--- config.mk ---
export PLATFORM = sky130hd
export DESIGN_NAME = utf8_decoder_flat
export DESIGN_NICKNAME = d
export VERILOG_FILES = /design/src/rtl/utf8_decoder_if.sv /design/src/rtl/utf8_decoder.sv /design/src/flat_wrapper.sv
export SDC_FILE = /design/constraint.sdc
export NUM_CORES = 1
export LEC_CHECK = 0
export BUFFER_PORTS_ARGS = -buffer_cell sky130_fd_sc_hd__clkbuf_2
export CORE_AREA = 3 3 63 65
export CTS_BUF_LIST = sky130_fd_sc_hd__clkbuf_4 sky130_fd_sc_hd__clkbuf_8
export DETAILED_ROUTE_END_ITERATION = 12
export DIE_AREA = 0 0 66 68
export GPL_TIMING_DRIVEN = 0
export MAX_ROUTING_LAYER = met4
export PLACE_DENSITY = 0.8
export SYNTH_ARGS = -nofsm -noshare
export SYNTH_HDL_FRONTEND = slang
export SYNTH_SLANG_ARGS = --single-unit
--- constraint.sdc ---
create_clock -name clock_i -period 2.4 [get_ports clock_i]
set_input_delay 0.24 -clock clock_i [delete_from_list [all_inputs] [get_ports clock_i]]
set_output_delay 0.24 -clock clock_i [all_outputs]
set_load 0.01 [all_outputs]
--- src/rtl/utf8_decoder_if.sv ---
//------------------------------------------------------------------------------
// Module : utf8_decoder_if
// Brief  : Byte-stream input and decoded code-point/status output bundle.
// Rev    : 1.0  initial release
//------------------------------------------------------------------------------
`default_nettype none

interface utf8_decoder_if;
  logic        allow;
  logic        finish;
  logic [7:0]  data;
  logic [20:0] code_point;
  logic [1:0]  status;

  modport master (output allow, finish, data, input code_point, status);
  modport slave  (input allow, finish, data, output code_point, status);
endinterface

`default_nettype wire

--- src/rtl/utf8_decoder.sv ---
//------------------------------------------------------------------------------
// Module : utf8_decoder
// Brief  : Byte-serial UTF-8 to 21-bit Unicode scalar decoder, sticky error.
// Rev    : 1.0  initial release
//------------------------------------------------------------------------------
`default_nettype none

module utf8_decoder (
  input  wire            clock_i,
  input  wire            reset_i,
  utf8_decoder_if.slave  bus
);

  typedef enum logic [1:0] {
    ST_IDLE    = 2'd0,
    ST_PENDING = 2'd1,
    ST_READY   = 2'd2,
    ST_ERROR   = 2'd3
  } state_t;

  typedef enum logic [2:0] {
    CHK_NONE = 3'd0,
    CHK_E0   = 3'd1,
    CHK_ED   = 3'd2,
    CHK_F0   = 3'd3,
    CHK_F4   = 3'd4
  } chk_t;

  state_t      state_q, state_d;
  chk_t        chk_q, chk_d;
  logic [1:0]  need_q, need_d;
  logic [20:0] acc_q, acc_d;
  logic [20:0] cp_q, cp_d;

  logic [7:0]  data;
  logic        range_bad;
  logic [20:0] acc_shift;

  assign data      = bus.data;
  assign acc_shift = {acc_q[14:0], data[5:0]};

  // Second-byte windows that exclude overlongs, surrogates and values above U+10FFFF
  always_comb begin
    range_bad = 1'b0;
    case (chk_q)
      CHK_E0:  range_bad = (data <  8'hA0);
      CHK_ED:  range_bad = (data >= 8'hA0);
      CHK_F0:  range_bad = (data <  8'h90);
      CHK_F4:  range_bad = (data >= 8'h90);
      default: range_bad = 1'b0;
    endcase
  end

  always_comb begin
    state_d = state_q;
    chk_d   = chk_q;
    need_d  = need_q;
    acc_d   = acc_q;
    cp_d    = cp_q;

    if (state_q != ST_ERROR) begin
      if (state_q == ST_READY)
        state_d = ST_IDLE;

      if (bus.allow) begin
        if (state_q != ST_PENDING) begin
          chk_d = CHK_NONE;
          if (data < 8'h80) begin
            state_d = ST_READY;
            cp_d    = {13'd0, data};
          end else if (data >= 8'hC2 && data <= 8'hDF) begin
            state_d = ST_PENDING;
            acc_d   = {16'd0, data[4:0]};
            need_d  = 2'd1;
          end else if (data >= 8'hE0 && data <= 8'hEF) begin
            state_d = ST_PENDING;
            acc_d   = {17'd0, data[3:0]};
            need_d  = 2'd2;
            if (data == 8'hE0)
              chk_d = CHK_E0;
            else if (data == 8'hED)
              chk_d = CHK_ED;
          end else if (data >= 8'hF0 && data <= 8'hF4) begin
            state_d = ST_PENDING;
            acc_d   = {18'd0, data[2:0]};
            need_d  = 2'd3;
            if (data == 8'hF0)
              chk_d = CHK_F0;
            else if (data == 8'hF4)
              chk_d = CHK_F4;
          end else begin
            state_d = ST_ERROR;
          end
        end else if (data[7:6] != 2'b10 || range_bad) begin
          state_d = ST_ERROR;
        end else begin
          acc_d  = acc_shift;
          need_d = need_q - 2'd1;
          chk_d  = CHK_NONE;
          if (need_q == 2'd1) begin
            state_d = ST_READY;
            cp_d    = acc_shift;
          end else begin
            state_d = ST_PENDING;
          end
        end
      end

      // End of stream while a sequence is still open means truncation
      if (bus.finish && state_d == ST_PENDING)
        state_d = ST_ERROR;
    end
  end

  always_ff @(posedge clock_i) begin
    if (!reset_i) begin
      state_q <= ST_IDLE;
      chk_q   <= CHK_NONE;
      need_q  <= 2'd0;
      acc_q   <= 21'd0;
      cp_q    <= 21'd0;
    end else begin
      state_q <= state_d;
      chk_q   <= chk_d;
      need_q  <= need_d;
      acc_q   <= acc_d;
      cp_q    <= cp_d;
    end
  end

  assign bus.status     = state_q;
  assign bus.code_point = cp_q;

endmodule

`default_nettype wire

--- src/flat_wrapper.sv ---
// flat-port wrapper written by rule: the top's interface ports become plain ports
module utf8_decoder_flat 
  (clock_i, reset_i, bus_allow, bus_finish, bus_data, bus_code_point, bus_status);
  utf8_decoder_if bus_i ();
  input  wire clock_i;
  input  wire reset_i;
  input wire logic [$bits(bus_i.allow)-1:0] bus_allow;
  input wire logic [$bits(bus_i.finish)-1:0] bus_finish;
  input wire logic [$bits(bus_i.data)-1:0] bus_data;
  output wire logic [$bits(bus_i.code_point)-1:0] bus_code_point;
  output wire logic [$bits(bus_i.status)-1:0] bus_status;
  assign bus_i.allow = bus_allow;
  assign bus_i.finish = bus_finish;
  assign bus_i.data = bus_data;
  assign bus_code_point = bus_i.code_point;
  assign bus_status = bus_i.status;
  utf8_decoder u_core (.clock_i(clock_i), .reset_i(reset_i), .bus(bus_i));
endmodule
* After elaboration in Yosys (flattened, before gate mapping) *
Index checks and enable logic that the tools add are counted.
Widths: inputs -> output; s select.

cells by class
  add/subtract/negate cells = 1
  $lt $le $gt $ge = 11
  equal/unequal tests = 18
  muxes and demuxes = 38
  reduce and logical (&&, ||, !) cells = 9

operator list
  cell                 count
  $mux 15              6
  $mux 21              4
  $ge 8x8->1 const B   5
  $mux 2               18
  $eq 8x8->1 const B   4
  $mux 3               9
  $le 8x8->1 const B   3
  $lt 8x8->1 const B   3
  $reduce_and 5->1     2
  $ne 2x2->1 const B   4
  $eq 3x2->1 const B   2
  $eq 2x1->1 const B   2
  $logic_and 1x1->1    4
  $ne 2x1->1 const B   2
  $ne 4x4->1 const B   1
  $pmux 1 s4           1
  $eq 3x1->1 const B   1
  $eq 3x3->1 const B   1
  $reduce_and 3->1     1
  $eq 2x2->1 const B   1
  $reduce_bool 2->1    1
  $sub 2x1->2 const B  1
  $logic_or 1x1->1     1

storage, ports and cells
  flip-flop bits (word level) = 43
  bits of input ports = 12
  output and inout bits = 23

* Depth between registers and ports, before layout *
Gate-level depths: netlist (run 1).

  depth after elaboration = 12
  gate-level depth with buffers = 8
  gate-level depth less buffers = 5

* Worst setup path after synthesis (run 1) *
No wires, ideal clock.

  kind = register to register
  start = register u_core.chk_q[1]
  end = register u_core.acc_q[5]
  arrival time = 1.689 ns
  path slack = 0.593 ns
  stages on the path, launching flop included = 8
  period minus slack after synthesis = 1.807 ns
  path through = dfxtp_1 > and4bb_1 > a31oi_2 > a41oi_2 > or2_1 > buf_6 > buf_6 > a32o_1

between the ends
  cells in the longest elaborated chain, start to end = 5

RTL lines
  what                                 line                 source
  start, declared                      utf8_decoder.sv:30   chk_t chk_q, chk_d;
  start signal, assigned               utf8_decoder.sv:124  chk_q <= chk_d;
  $eq 3x3->1 (tied with other cells)   utf8_decoder.sv:45   case (chk_q)
  $pmux 1 s4 *                         utf8_decoder.sv:45
  $logic_or 1x1->1 *                   utf8_decoder.sv:94   end else if (data[7:6] != 2'b10 || range_bad) begin
  $ne 2x1->1 (no source line) *        -
  $reduce_and 5->1 (no source line) *  -
  end signal, assigned                 utf8_decoder.sv:120  acc_q <= 21'd0;
  end signal, assigned                 utf8_decoder.sv:126  acc_q <= acc_d;
  end, declared                        utf8_decoder.sv:32   logic [20:0] acc_q, acc_d;

Every way passes the cells marked *; elsewhere a longest branch is shown, timed or not.
A chain may end at the register's enable or synchronous reset.

* Final worst setup path (run 1) *
  start = register u_core.state_q[0], in the netlist u_core.bus.status[0]
  end = register u_core.cp_q[17], in the netlist u_core.bus.code_point[17]

between the ends
  cells in the longest elaborated chain, start to end = 3

RTL lines
  what                                                 line                 source
  start, declared                                      utf8_decoder.sv:29   state_t state_q, state_d;
  start signal, assigned                               utf8_decoder.sv:123  state_q <= state_d;
  $ne 2x1->1                                           utf8_decoder.sv:66   if (state_q != ST_PENDING) begin
  $ne 2x2->1 (no source line) (tied with other cells)  -
  $reduce_and 5->1 (no source line)                    -
  end signal, assigned                                 utf8_decoder.sv:127  cp_q <= cp_d;
  end, declared                                        utf8_decoder.sv:33   logic [20:0] cp_q, cp_d;

Parallel ways exist; a longest one is shown, timed or not.

==> metrics.cfg, run 1 <==
[global_route]
grt_pass1_vias=1358
overflow=0
grt_pass1_wl_um=6400
grt_usage_pct=19.2
antenna_found_initial=0
grt_max_degree=14

[yosys]
synth_area_leader_cell=dfxtp_1
avgSynthCellArea_sq_um=9.92
syn_inst=188
synth_nets=201
synth_cell_types=44
async_flop_share_pct=0
ys_warn_count=0
synth_ff_type=dfxtp_1
synth_top_cell_area_share_pct=46.1
synth_edf_count=0
synth_area_leaders=dfxtp_1, a22o_1, mux2i_1
synth_area_sq_um=1870
ys_seq_area_share_pct=46.1
synth_seq_cells=43

[finish]
drive_above_1_share_pct=24.1
multi_input_area_sq_um=897
antenna_cells=0
fin_cells=274
syn2layout_area_growth_pct=14.8
seqCellArea_sq_um=861
fill_cells=296
final_nets=240

[routing]
highest_layer=met4
drtIter0Drc=113
dr_wl_met3_um=205
drt-met1-wl_um=1730
drc=0
drt-vias-per-instance=5.51
vias=1511
met2_length_um=1800
ant_nets=0
detail_route.first_pass.iterations=4
routedWlPerCell_um=13.8
wl_um=3780

[clock_network]
clkLatencyLatePin_ns=0.35
cts_resized=0
cts.path.max_buffers=2
cts_tree=built
cts.sinks=43
ctsHoldBuffers=0
clockRootBuffer=clkbuf_4
postCtsSetupBuffers=0
clk_pin_slew_ns=0.12
h-tree-depth=2
cts_made_buffers=5

[die]
rows=21
fp.dieH_um=68
io_pins=35
die_x_um=66
coreArea_sq_um=3390
die-area_sq_um=4490
initial_core_util_pct=55.0

[outcome]
status=completed

[sta]
finalHoldViolCount=0
worst_slew_pin_slew_ns=0.483
period_needed_ns=1.98
rsz0062_at_grt=false
drv_slew=0
fin_setup_tns_ns=0
clock.fmax_ghz=0.504
relSlewSlack_pct=67.6
fin_skew_ns=0.00513
whs_ns=0.163
setup_viol=0
fin_crit_sh_pct=82.7

[worst_setup_path]
worst_path_most_repeated_cell=buf_2
cp_slowest_cell=dfxtp_1
crit_cells=6
crit_type=register to register
cp_top_family=compound AO/OA/AOI/OAI gates
worstRegToRegCells=6
r2r_slack_ns=0.42
setup.worst_path.start_class=register
cp.required_ns=2.71
crit_buf_inv=2
slowest_delay_ns=0.46
crit_path_cell_trace=nand2b_1, buf_2, o21ai_1, o221a_2, buf_2, a22o_1
crit_fanout=10
end_kind=register
worst_ep_arrival_time_ns=2.29

[placement]
dp_cells=266
place.detailed.hpwl_um=2840
gp_congestion=0.832
portBuffers=32

[job]
max_cap_violations=0

[power]
power.share.combinational_pct=13.4
ir_drop_mv=0.376
sequentialPowerShare_pct=58.4
p_sw_uw=353
powerDensity_nw_per_um2=597
leakage_uw=0.000908
power_frac_clock_pct=28.2
switching_share_pct=27.6
power.internal_uw=925

[hold_path]
min_path_type=input port to register
hold_depth=3

power by group through the flow:
| stage | combinational, uW | clock (uW) | sequential (uW) |
|---|---|---|---|
| final | 171 | 360 | 747 |
| after CTS | 172 | 367 | 746 |
| after detailed placement | 171 | 0 | 762 |
| after floorplan | 114 | 0 | 765 |
| after global placement | 169 | 0 | 762 |
| after global routing | 192 | 392 | 749 |
flip-flops by register name (all words and copies together) (netlist names):
| signal | cells |
|---|---|
| u_core.chk_q | 3 |
| u_core.bus.code_point | 21 |
| u_core.acc_q | 15 |
| u_core.bus.status | 2 |
| u_core.need_q | 2 |
metal layers:
metal,global-route usage [%],up-vias
met5,-,-
met4,7.61,0
met3,4.11,4
met2,29.5,46
met1,24.7,696
li1,-,765
cells in the final DEF, fill, tap and decap left out, drive strengths merged, types with 2 or more instances in the layout:
cell    instances
inv             7
nor2            9
clkbuf         44
nand2          23
dfxtp          43
mux2i          12
nor2b           4
nand2b          3
buf             8
a32o           11
and2            2
nor3            4
nand3           3
a22o           14
o21a            2
o21ai           7
a21oi           7
path summary, 6_finish.rpt:
path                                 start                         to
setup / recovery      u_core.bus.status[0]  u_core.bus.code_point[17]
setup reg to reg      u_core.bus.status[0]  u_core.bus.code_point[17]
hold reg to reg   u_core.bus.code_point[3]   u_core.bus.code_point[3]
hold / removal                 bus_data[4]   u_core.bus.code_point[4]
final cells by class:
cell class                 count  area share (%)
multi-input combinational    124            41.9
sequential                    43            40.2
timing repair buffer          32            7.48
buffer                        14            3.80
tap                           46            2.69
clock buffer                   6            2.10
inverter                       7            1.23
clock inverter                 2           0.584
synth_stat cells, types with 2 or more instances:
master / number
a21oi_1: 7
a22o_1: 14
a32o_1: 11
and2_1: 2
buf_2: 5
buf_6: 3
clkbuf_1: 6
dfxtp_1: 43
inv_1: 7
mux2i_1: 12
nand2_1: 22
nand2b_1: 3
nand3_1: 3
nor2_1: 8
nor2b_1: 4
nor3_1: 4
o21a_1: 2
o21ai_0: 5
o21ai_1: 2
cells by family after synthesis:
group | count (synthesis) | synth area share (%)
xor gates and xnor gates | 1 | 0.470
AOI/OAI and AO/OA | 53 | 24.6
muxes | 12 | 6.44
and+or+nand+nor | 57 | 15.9
adders and majority gates | 1 | 0.671
buffers and inverters | 21 | 5.77
DFF | 43 | 46.1
stage by stage:
| step | instance area [sq um] | setup WS [ns] | total power, uW | util [%] |
|---|---|---|---|---|
| finish | 2140 | 0.416 | 1280 | 63.2 |
| global route | 2140 | 0.285 | 1330 | 63.2 |
| CTS | 2140 | 0.415 | 1290 | 63.2 |
| detailed placement | 2080 | 0.446 | 933 | 61.5 |
| global placement | 2080 | 0.464 | 931 | 61.5 |
| floorplan | 1870 | 0.593 | 879 | - |
worst reg2reg max path: cells and delay by family, from the launching register on:
family | cells | cell delay [ns]
simple gates | 1 | 0.08
flops | 1 | 0.46
compound gates | 3 | 0.97
buf+inv | 2 | 0.43
Note: power is estimated with default switching activity, not from simulation.
==> run 2: changes to the inputs <==
==> constraint.sdc (replaced) <==
create_clock -name clock_i -period 2 [get_ports clock_i]
set_input_delay 0.2 -clock clock_i [delete_from_list [all_inputs] [get_ports clock_i]]
set_output_delay 0.2 -clock clock_i [all_outputs]
set_load 0.01 [all_outputs]
==> run 2 against run 1 <==
Sequential power rose by 20%; flip-flop and latch count is the same; non-clock buffer count rose by 1; first-iteration DRC count down 1.8%; critical path type unchanged.
==> metrics.cfg, run 2 (synthesis gave the netlist of run 1 again) <==
[outcome]
status=completed  ; unchanged

[die]
die-area_sq_um=4490  ; unchanged
die_x_um=66  ; unchanged
initial_core_util_pct=55.0  ; unchanged
rows=21  ; unchanged
io_pins=35  ; unchanged
coreArea_sq_um=3390  ; unchanged
fp.dieH_um=68  ; unchanged

[placement]
portBuffers=32  ; unchanged
place.detailed.hpwl_um=2840  ; unchanged
gp_congestion=0.832  ; unchanged

[hold_path]
hold_depth=3  ; unchanged
hold-path-endpoint=u_core.bus.code_point[4]  ; unchanged
min_path_type=input port to register  ; unchanged
hold_path.startpoint=bus_data[4]  ; unchanged

[sta]
drv_slew=0  ; unchanged
worst_slew_pin_slew_ns=0.441  ; was 0.483 ns
relSlewSlack_pct=70.6  ; was 67.6%
fin_skew_ns=0.0114  ; was 0.00513 ns
period_needed_ns=1.93  ; was 1.98 ns
fin_crit_sh_pct=96.6  ; was 82.7%
clock.fmax_ghz=0.518  ; was 0.504 GHz
finalHoldViolCount=0  ; unchanged
setup_viol=0  ; unchanged

[routing]
drtIter0Drc=111  ; was 113
drt-vias-per-instance=5.62  ; was 5.51
vias=1545  ; was 1511
routedWlPerCell_um=14.0  ; was 13.8 um
drc=0  ; unchanged
wl_um=3860  ; was 3780 um
detail_route.first_pass.iterations=4  ; unchanged
ant_nets=0  ; unchanged

[power]
ir_drop_mv=0.452  ; was 0.376 mV
powerDensity_nw_per_um2=712  ; was 597 nW/um^2
leakage_uw=0.000917  ; was 0.000908 uW
power.internal_uw=1110  ; was 925 uW
sequentialPowerShare_pct=58.1  ; was 58.4%
switching_share_pct=27.8  ; was 27.6%
power.share.combinational_pct=13.7  ; was 13.4%
power_frac_clock_pct=28.2  ; about the same
p_sw_uw=429  ; was 353 uW
power_uw=1540  ; was 1280 uW

[worst_setup_path]
crit_fanout=10  ; unchanged
reg2reg_to=u_core.acc_q[11]  ; was u_core.bus.code_point[17]
setup.worst_path.start_class=register  ; unchanged
end_kind=register  ; unchanged
crit_buf_inv=2  ; unchanged
cp_slowest_cell=dfxtp_2  ; was dfxtp_1
cp.required_ns=2.26  ; was 2.71 ns
worst_path_most_repeated_cell=buf_6  ; was buf_2
crit_type=register to register  ; unchanged
crit_path_cell_trace=nand2_2, a311oi_4, a41oi_2, or2_1, buf_6, buf_6, a32o_1  ; was nand2b_1, buf_2, o21ai_1, o221a_2, buf_2, a22o_1
crit_cells=7  ; was 6
reg2reg_from=u_core.chk_q[1]  ; was u_core.bus.status[0]
worst_ep_arrival_time_ns=2.19  ; was 2.29 ns
slowest_delay_ns=0.38  ; was 0.46 ns
r2r_slack_ns=0.07  ; was 0.42 ns
worstRegToRegCells=7  ; was 6
cp_top_family=compound AO/OA/AOI/OAI gates  ; unchanged

[global_route]
grt_pass1_vias=1358  ; unchanged
grt_max_degree=14  ; unchanged
antenna_found_initial=0  ; unchanged
grt_pass1_wl_um=6400  ; unchanged
grt_usage_pct=19.2  ; unchanged
overflow=0  ; unchanged

[clock_network]
cts.sinks=43  ; unchanged
clockRootBuffer=clkbuf_4  ; unchanged
ctsHoldBuffers=0  ; unchanged
clkLatencyLatePin_ns=0.36  ; was 0.35 ns
cts_tree=built  ; unchanged
h-tree-depth=2  ; unchanged
cts.path.max_buffers=2  ; unchanged
cts_made_buffers=5  ; unchanged
clk_pin_slew_ns=0.13  ; was 0.12 ns

[finish]
layout_commonest_cell=dfxtp_1  ; unchanged
fill_cells=293  ; was 296
multi_input_area_sq_um=910  ; was 897 sq um
largest_reg_flops=21  ; unchanged
syn2layout_area_growth_pct=16.0  ; was 14.8%
seqCellArea_sq_um=865  ; was 861 sq um
utilization_pct=63.9  ; was 63.2%
antenna_cells=0  ; unchanged
final_nets=241  ; was 240
mostFrequentLayoutCells=dfxtp_1, clkbuf_2, nand2_1  ; unchanged
drive_above_1_share_pct=26.2  ; was 24.1%

[job]
max_cap_violations=0  ; unchanged

==> run 2: changes by cell type in the layout (fill, tap and decap cells not counted), sizes merged <==
cell,previous run,this run
buf,8,9
==> run 2: area by class of cell <==
cell class | instances | share of cell area, %
multi-input combinational | 124 | 42.0
sequential | 43 | 39.9
timing repair buffer | 33 | 7.75
buffer | 14 | 3.76
tap | 46 | 2.66
clock buffer | 6 | 2.08
inverter | 7 | 1.21
clock inverter | 2 | 0.578
==> run 2: worst max path at each step <==
stage | from | to | slack (ns)
after floorplan | u_core.chk_q[1] | u_core.acc_q[5] | 0.19
after global placement | u_core.chk_q[0] | u_core.acc_q[10] | 0.06
after detailed placement | u_core.chk_q[0] | u_core.acc_q[10] | 0.05
after CTS | u_core.chk_q[0] | u_core.acc_q[11] | 0.02
after global routing | u_core.chk_q[1] | u_core.acc_q[11] | -0.02
final | u_core.chk_q[1] | u_core.acc_q[11] | 0.07
==> run 2: worst reg2reg max path, delay by kind of cell, from the launching register on <==
| kind | cells | cell delay [ns] |
|---|---|---|
| compound gates | 3 | 0.82 |
| buf+inv | 2 | 0.27 |
| flops | 1 | 0.38 |
| simple gates | 2 | 0.36 |
==> run 2: stage by stage <==
step	setup slack, ns	setup TNS [ns]	hold slack, ns	cell area, sq um	std cells
floorplan	0.193	0	0.310	1870	188
global placement	0.0636	0	0.444	2080	266
detailed placement	0.0457	0	0.447	2080	266
CTS	0.0151	0	0.109	2140	274
global route	-0.0202	-0.0428	0.126	2160	275
finish	0.0687	0	0.119	2160	275
==> run 2: power groups by stage <==
stage | combinational [uW] | clock, uW | sequential [uW]
6_report | 211 | 434 | 896
5_1_grt | 236 | 470 | 899
4_1_cts | 206 | 441 | 896
3_5_place_dp | 205 | 0 | 915
3_3_place_gp | 203 | 0 | 915
2_1_floorplan | 137 | 0 | 917
==> run 2: per-layer routing <==
metal	share of wire, %	global-route usage [%]	routed length (um)
met5	0	-	0
met4	1.6	7.61	63
met1	46	24.7	1770
met3	4.4	4.11	169
met2	48	29.5	1860
==> run 2: timing repair <==
action	CTS	global route
resized for setup	0	5
hold endpoints to repair	0	0
setup endpoints to repair	0	19
setup buffers	0	1
